File: src/rtl/uart_rx_cfg.sv
// Parametrised UART receiver: configurable baud, 5..9 data bits, none/odd/even
// parity, 1 or 2 stop bits. Uses 3-sample majority voting around mid-bit and
// reports parity error, framing error and line break.
module uart_rx_cfg #(
  parameter int CLK_FREQ   = 125000000,
  parameter int BAUD       = 115200,
  parameter int DATA_BITS  = 8,
  parameter int PARITY     = 0,
  parameter int STOP_BITS  = 1,
  parameter int OVERSAMPLE = 16
) (
  input  logic                 clk,
  input  logic                 rst,
  input  logic                 rx_in,
  output logic [DATA_BITS-1:0] out,
  output logic                 ready,
  output logic                 parity_err,
  output logic                 frame_err,
  output logic                 break_det
);

  localparam int DIV   = (CLK_FREQ + BAUD*OVERSAMPLE/2) / (BAUD*OVERSAMPLE);
  localparam int DIV_W = (DIV > 1) ? $clog2(DIV) : 1;
  localparam int TW    = $clog2(OVERSAMPLE);
  localparam logic [TW-1:0] T_S0   = TW'(OVERSAMPLE/2 - 1);
  localparam logic [TW-1:0] T_S1   = TW'(OVERSAMPLE/2);
  localparam logic [TW-1:0] T_VOTE = TW'(OVERSAMPLE/2 + 1);
  localparam logic [TW-1:0] T_END  = TW'(OVERSAMPLE - 1);

  typedef enum logic [2:0] {IDLE, START, DATA, PAR, STOP, BRK} state_t;

  state_t               state, state_n;
  logic                 rx_m, rx_s;
  logic [DIV_W-1:0]     div_cnt;
  logic                 tick;
  logic [TW-1:0]        t;
  logic [3:0]           bit_cnt;
  logic                 s0, s1;
  logic [DATA_BITS-1:0] shreg;
  logic                 par_err_r, frm_err_r, par_bit_r;
  logic                 vote, at_vote, at_end, last_data, last_stop;
  logic                 frm_err_now, is_break;

  // Two-flop synchroniser; resets to idle-high so release never looks like a start bit
  always_ff @(posedge clk or posedge rst) begin
    if (rst) begin
      rx_m <= 1'b1;
      rx_s <= 1'b1;
    end else begin
      rx_m <= rx_in;
      rx_s <= rx_m;
    end
  end

  // Free-running oversample tick divider
  always_ff @(posedge clk or posedge rst) begin
    if (rst)                             div_cnt <= '0;
    else if (div_cnt == DIV_W'(DIV - 1)) div_cnt <= '0;
    else                                 div_cnt <= div_cnt + 1'b1;
  end

  // Per-bit decode terms; the third sample is the live rx_s at the vote tick
  always_comb begin
    tick        = (div_cnt == DIV_W'(DIV - 1));
    vote        = (s0 & s1) | (s0 & rx_s) | (s1 & rx_s);
    at_vote     = tick && (t == T_VOTE);
    at_end      = tick && (t == T_END);
    last_data   = (bit_cnt == 4'(DATA_BITS - 1));
    last_stop   = (bit_cnt == 4'(STOP_BITS - 1));
    frm_err_now = frm_err_r | ~vote;
    is_break    = frm_err_now && (shreg == '0) && ((PARITY == 0) || !par_bit_r);
  end

  // FSM state register
  always_ff @(posedge clk or posedge rst) begin
    if (rst) state <= IDLE;
    else     state <= state_n;
  end

  // FSM next-state logic
  always_comb begin
    state_n = state;
    case (state)
      IDLE:  if (tick && !rx_s) state_n = START;
      START: if (at_vote && vote) state_n = IDLE;
             else if (at_end)     state_n = DATA;
      DATA:  if (at_end && last_data) state_n = (PARITY != 0) ? PAR : STOP;
      PAR:   if (at_end) state_n = STOP;
      STOP:  if (at_vote && last_stop) state_n = is_break ? BRK : IDLE;
      BRK:   if (rx_s) state_n = IDLE;
      default: state_n = IDLE;
    endcase
  end

  // Bit timing, sampling, shifting, error records and output registers
  always_ff @(posedge clk or posedge rst) begin
    if (rst) begin
      t          <= '0;
      bit_cnt    <= '0;
      s0         <= 1'b1;
      s1         <= 1'b1;
      shreg      <= '0;
      par_err_r  <= 1'b0;
      frm_err_r  <= 1'b0;
      par_bit_r  <= 1'b0;
      out        <= '0;
      ready      <= 1'b0;
      parity_err <= 1'b0;
      frame_err  <= 1'b0;
      break_det  <= 1'b0;
    end else begin
      ready     <= 1'b0;
      break_det <= 1'b0;
      if (tick) begin
        // The detecting tick in IDLE counts as t=0 of the start bit
        if (state == IDLE)   t <= TW'(1);
        else if (t == T_END) t <= '0;
        else                 t <= t + 1'b1;
        if (t == T_S0) s0 <= rx_s;
        if (t == T_S1) s1 <= rx_s;
      end
      if (at_end) begin
        if ((state == DATA && !last_data) || state == STOP) bit_cnt <= bit_cnt + 4'd1;
        else                                                bit_cnt <= '0;
      end
      if (at_vote) begin
        case (state)
          START: begin
            par_err_r <= 1'b0;
            frm_err_r <= 1'b0;
            par_bit_r <= 1'b0;
          end
          DATA: shreg <= {vote, shreg[DATA_BITS-1:1]};
          PAR: begin
            par_bit_r <= vote;
            par_err_r <= ((^shreg) ^ vote) != (PARITY == 1);
          end
          STOP: begin
            frm_err_r <= frm_err_now;
            // Deliver on the last stop bit's vote so a back-to-back start edge is not missed
            if (last_stop) begin
              out        <= shreg;
              ready      <= 1'b1;
              parity_err <= par_err_r;
              frame_err  <= frm_err_now;
              break_det  <= is_break;
            end
          end
          default: ;
        endcase
      end
    end
  end

endmodule

File: config.mk
export PLATFORM = sky130hd
export DESIGN_NAME = uart_rx_cfg
export DESIGN_NICKNAME = d
export VERILOG_FILES = /design/src/rtl/uart_rx_cfg.sv
export SDC_FILE = /design/constraint.sdc
export NUM_CORES = 1
export LEC_CHECK = 0
export CAP_MARGIN = 0
export CORE_AREA = 2 2 83 85
export DETAILED_ROUTE_END_ITERATION = 16
export DIE_AREA = 0 0 85 87
export SYNTH_ARGS = -nofsm -noshare
export SYNTH_HDL_FRONTEND = slang
export SYNTH_SLANG_ARGS = --single-unit
export TNS_END_PERCENT = 10
File: constraint.sdc
create_clock -name clk -period 2.9 [get_ports clk]
set_input_delay 0.29 -clock clk [delete_from_list [all_inputs] [get_ports clk]]
set_output_delay 0.29 -clock clk [all_outputs]
set_load 0.02 [all_outputs]
==> tab_implementation.tex <==
\begin{tabular}{lr}
\hline
Metric & Value \\
\hline
\multicolumn{2}{l}{\textbf{Outcome}} \\
Result of the run & completed \\
\multicolumn{2}{l}{\textbf{Pwr}} \\
Static Leakage & 1.11 nW \\
Part of the power in combinational logic & under 10\% \\
Sequential fraction of design power & a little under three fifths \\
Share of total power consumed by net switching & 20.2\% \\
Power Dens Cells & roughly 430 mW/mm² \\
Internal portion of total power & $\sim$900 µW \\
Net Sw Power & approximately 220 µW \\
Clock share of power & 42.2\% \\
Total power after layout & about 1.1 mW \\
Worst vdd ir & approximately 210 µV \\
\multicolumn{2}{l}{\textbf{GRT}} \\
Global-route wire length before repair & between 6000 and 7000 µm \\
Number of antenna violations at the first check in global routing & 0 \\
Total global routing track utilization & 11.4\% \\
Met3 usage in global routing & between 2 and 3\% \\
Most Crowded Layer GR & met2 \\
Overflow left after global routing & 0 \\
Global Route met2 Usage & between 10\% and 20\% \\
Number of global-route vias before repair & around 1400 \\
GR Layer Usage met1 & 15.1\% \\
Pin count of the biggest net entering global routing & 45 \\
\multicolumn{2}{l}{\textbf{Synthesis}} \\
Post-synthesis mux area share & around a tenth \\
Synth Area in Adders & under 10\% \\
Xor/xnor cell area share of the yosys netlist & under 10\% \\
Compound-cell area share of the yosys netlist & between 10\% and 20\% \\
Largest family of logic cells by synthesized area & simple AND/OR/NAND/NOR gates \\
Post-Synthesis Cell Area & around 0.0022 mm² \\
Number of enable-type register cells in the synthesized netlist & 0 \\
Yosys cell types & 48 \\
Top flip-flop cell by instance count after synthesis & sky130\_fd\_sc\_hd\_\_dfrtp\_1 \\
Main area contributors after synthesis & sky130\_fd\_sc\_hd\_\_dfrtp\_1 46\%, sky130\_fd\_sc\_hd\_\_ha\_1 5.7\%, sky130\_fd\_sc\_hd\_\_mux2\_2 5.7\%, sky130\_fd\_sc\_hd\_\_dfstp\_2 4.8\%, sky130\_fd\_sc\_hd\_\_mux2i\_1 3.7\% \\
Syn Nets & 210 \\
Top-area cell type share of the netlist area & 45.7\% \\
Fraction of registers with async set or reset after synthesis & 100\% \\
Largest area contributor in the netlist & sky130\_fd\_sc\_hd\_\_dfrtp\_1 \\
Sequential-to-total area share from yosys stat & 50.5\% \\
Average size of a mapped cell & 11.1 µm² \\
Total number of yosys warnings & 0 \\
Post-synthesis instance total & about 200 \\
Register bit count reported by yosys & 44 \\
Post-synthesis simple-gate area fraction & 15.9\% \\
\multicolumn{2}{l}{\textbf{Worst setup path}} \\
Biggest cell delay along the critical path & between 0.4 and 0.5 ns \\
Worst path required time & about 3.1 ns \\
Category of the worst setup path capture point & flop \\
Logic depth of the worst path, buffers included & 6 \\
Worst EP arrival & about 2.5 ns \\
Worst path cell trace & ha\_1, nor4b\_4, and2\_2, nand2\_1, nor2\_2, mux2i\_1 \\
Crit path buf inv count & 0 \\
Worst-path fanout max & 11 \\
Setup Crit Path Kind & flop to flop \\
Logic depth of the worst register-to-register path & 6 \\
Slowest stage cell on the critical path & sky130\_fd\_sc\_hd\_\_nor2\_2 \\
Largest delay share family, worst path & simple AND/OR/NAND/NOR gates \\
Worst setup SP type & flop \\
\multicolumn{2}{l}{\textbf{Hold path}} \\
Hold path depth & 0 \\
Type of the most critical hold path & flop to flop \\
\multicolumn{2}{l}{\textbf{Clocking}} \\
Count of hold buffers inserted by post-cts repair & 0 \\
Clock buffer count from CTS & 5 \\
Number of sinks driven by the clock tree & 44 \\
Clock Tree Root & sky130\_fd\_sc\_hd\_\_clkbuf\_8 \\
Clock input transition at the sequential cells of the worst setup and hold paths & 0.08 ns \\
Clock Latency Late Sink & around 0.30 ns \\
Clock tree from TritonCTS & built \\
Post-cts resize count & 0 \\
Maximum clock path buffer count & 2 \\
Setup bufs post-CTS & 0 \\
Number of levels the H-tree was split into & 2 \\
\multicolumn{2}{l}{\textbf{STA}} \\
Final Skew & 0.0121 ns \\
Relative slew slack & between 50 and 60\% \\
Number of pins exceeding their max-slew limit in the final report & 0 \\
Hold slack & around 0.36 ns \\
Final Hold Fails & 0 \\
Final setup fails & 0 \\
Aggregate negative setup slack & 0 ns \\
Min cycle time layout & 2.26 ns \\
Final Cycle Share & between 70\% and 80\% \\
RSZ-0062 raised after global routing & no \\
Peak Freq & between 400 and 500 MHz \\
Slew at the pin closest to its max-slew limit & 0.732 ns \\
\multicolumn{2}{l}{\textbf{Detailed routing}} \\
Total routed wirelength & roughly 3700 µm \\
Initial detailed-routing violation count & 105 \\
Detailed Routing Iterations Pass 1 & 4 \\
Vias per Instance & around 4.9 \\
Number of nets with antenna violations after routing & 0 \\
DRC & 0 \\
Wirelength per Cell & between 10 and 15 µm \\
Detailed-route via count & roughly 1500 \\
\multicolumn{2}{l}{\textbf{Placement}} \\
Placed wire-length estimate after detailed placement & around 2700 µm \\
Placed cells & roughly 290 \\
Buffers on Ports & 14 \\
Final weighted congestion in routability-driven placement & between 0.7 and 0.8 \\
\multicolumn{2}{l}{\textbf{Layout}} \\
Fraction of final layout cells with drive strength greater than 1 & approximately 16\% \\
Number of nets in the layout & 228 \\
Non-filler cells, final & 296 \\
Area Overhead vs Synth & 15.7\% \\
Commonest cells after routing, fill and taps aside & 40 x sky130\_fd\_sc\_hd\_\_dfrtp\_1, 15 x sky130\_fd\_sc\_hd\_\_inv\_1, 15 x sky130\_fd\_sc\_hd\_\_o21ai\_0, 14 x sky130\_fd\_sc\_hd\_\_clkdlybuf4s50\_1 \\
\# diodes & 0 \\
Most common cell after layout, fill and taps aside & sky130\_fd\_sc\_hd\_\_dfrtp\_1 \\
\multicolumn{2}{l}{\textbf{Die}} \\
Top Ports & 15 \\
Die height & 87 µm \\
\# rows & 30 \\
Die area & 0.00740 mm² \\
Starting density of the core & roughly a third \\
Die outline width & 85 µm \\
Core outline area & 0.00657 mm² \\
\multicolumn{2}{l}{\textbf{Flow run}} \\
MaxCap Viol Count & 0 \\
\hline
\end{tabular}
logic make-up after synthesis:
kind of cell,Yosys count
buffers and inverters,21
and+or+nand+nor,58
adders and majority gates,11
AOI/OAI and AO/OA,35
DFF,44
muxes,20
xor gates and xnor gates,8
flip-flops by register name, summed over array words and instances, names as in the netlist, 3 cells and up:
signal,flops
out,8
shreg,8
div_cnt,7
bit_cnt,4
t,4
state,3
stage by stage:
step                cell area (µm²)  utilization, %  setup WS (ns)
finish                         2530            38.6          0.645
global route                   2530            38.6          0.346
CTS                            2530            38.6          0.610
detailed placement             2420            36.9          0.643
global placement               2420            36.9          0.707
floorplan                      2190               -          0.849
final cells by class:
cell class              count  area [µm²]
well taps                  80         100
multi-input cells         132        1000
flip-flops and latches     44        1110
repair buffers             16         155
fillers                   644        4030
clock inverters             3        42.5
inverters                  16        60.1
clock buffers               5        68.8
power by group through the flow:
stage	registers (mW)	logic, mW	clock network (mW)
after floorplan	0.628	0.00898	0
after global placement	0.629	0.0163	0
after detailed placement	0.629	0.0163	0
after CTS	0.617	0.0163	0.484
after global routing	0.617	0.0184	0.505
final	0.617	0.0151	0.462
final timing paths:
path	start	endpoint	slack, ns
max in group asynchronous	rst	rx_m$_DFF_PP1_	2.09
min in group asynchronous	rst	shreg[1]$_DFFE_PP0P_	0.42
setup / recovery	div_cnt[0]$_DFF_PP0_	shreg[0]$_DFFE_PP0P_	0.64
hold / removal	rx_m$_DFF_PP1_	rx_s$_DFF_PP1_	0.36
setup reg to reg	div_cnt[0]$_DFF_PP0_	shreg[0]$_DFFE_PP0P_	0.64
hold reg to reg	rx_m$_DFF_PP1_	rx_s$_DFF_PP1_	0.36
metal layers:
metal	vias up	wire length (µm)	share of wire [%]
li1	729	-	-
met1	702	1830	49
met2	25	1710	46
met3	5	124	3.3
met4	0	72	1.9
met5	-	0	0
cells in the mapped netlist (5+ instances only):
| cell type | number |
|---|---|
| sky130_fd_sc_hd__dfrtp_1 | 40 |
| sky130_fd_sc_hd__ha_1 | 10 |
| sky130_fd_sc_hd__mux2i_1 | 8 |
| sky130_fd_sc_hd__nor2_1 | 9 |
| sky130_fd_sc_hd__nor2b_1 | 5 |
| sky130_fd_sc_hd__inv_1 | 16 |
| sky130_fd_sc_hd__xnor2_1 | 8 |
| sky130_fd_sc_hd__o21ai_0 | 15 |
| sky130_fd_sc_hd__nand2_1 | 11 |
| sky130_fd_sc_hd__mux2_2 | 11 |
| sky130_fd_sc_hd__nand3_1 | 8 |
No activity file was read; power rests on OpenSTA's default activity.
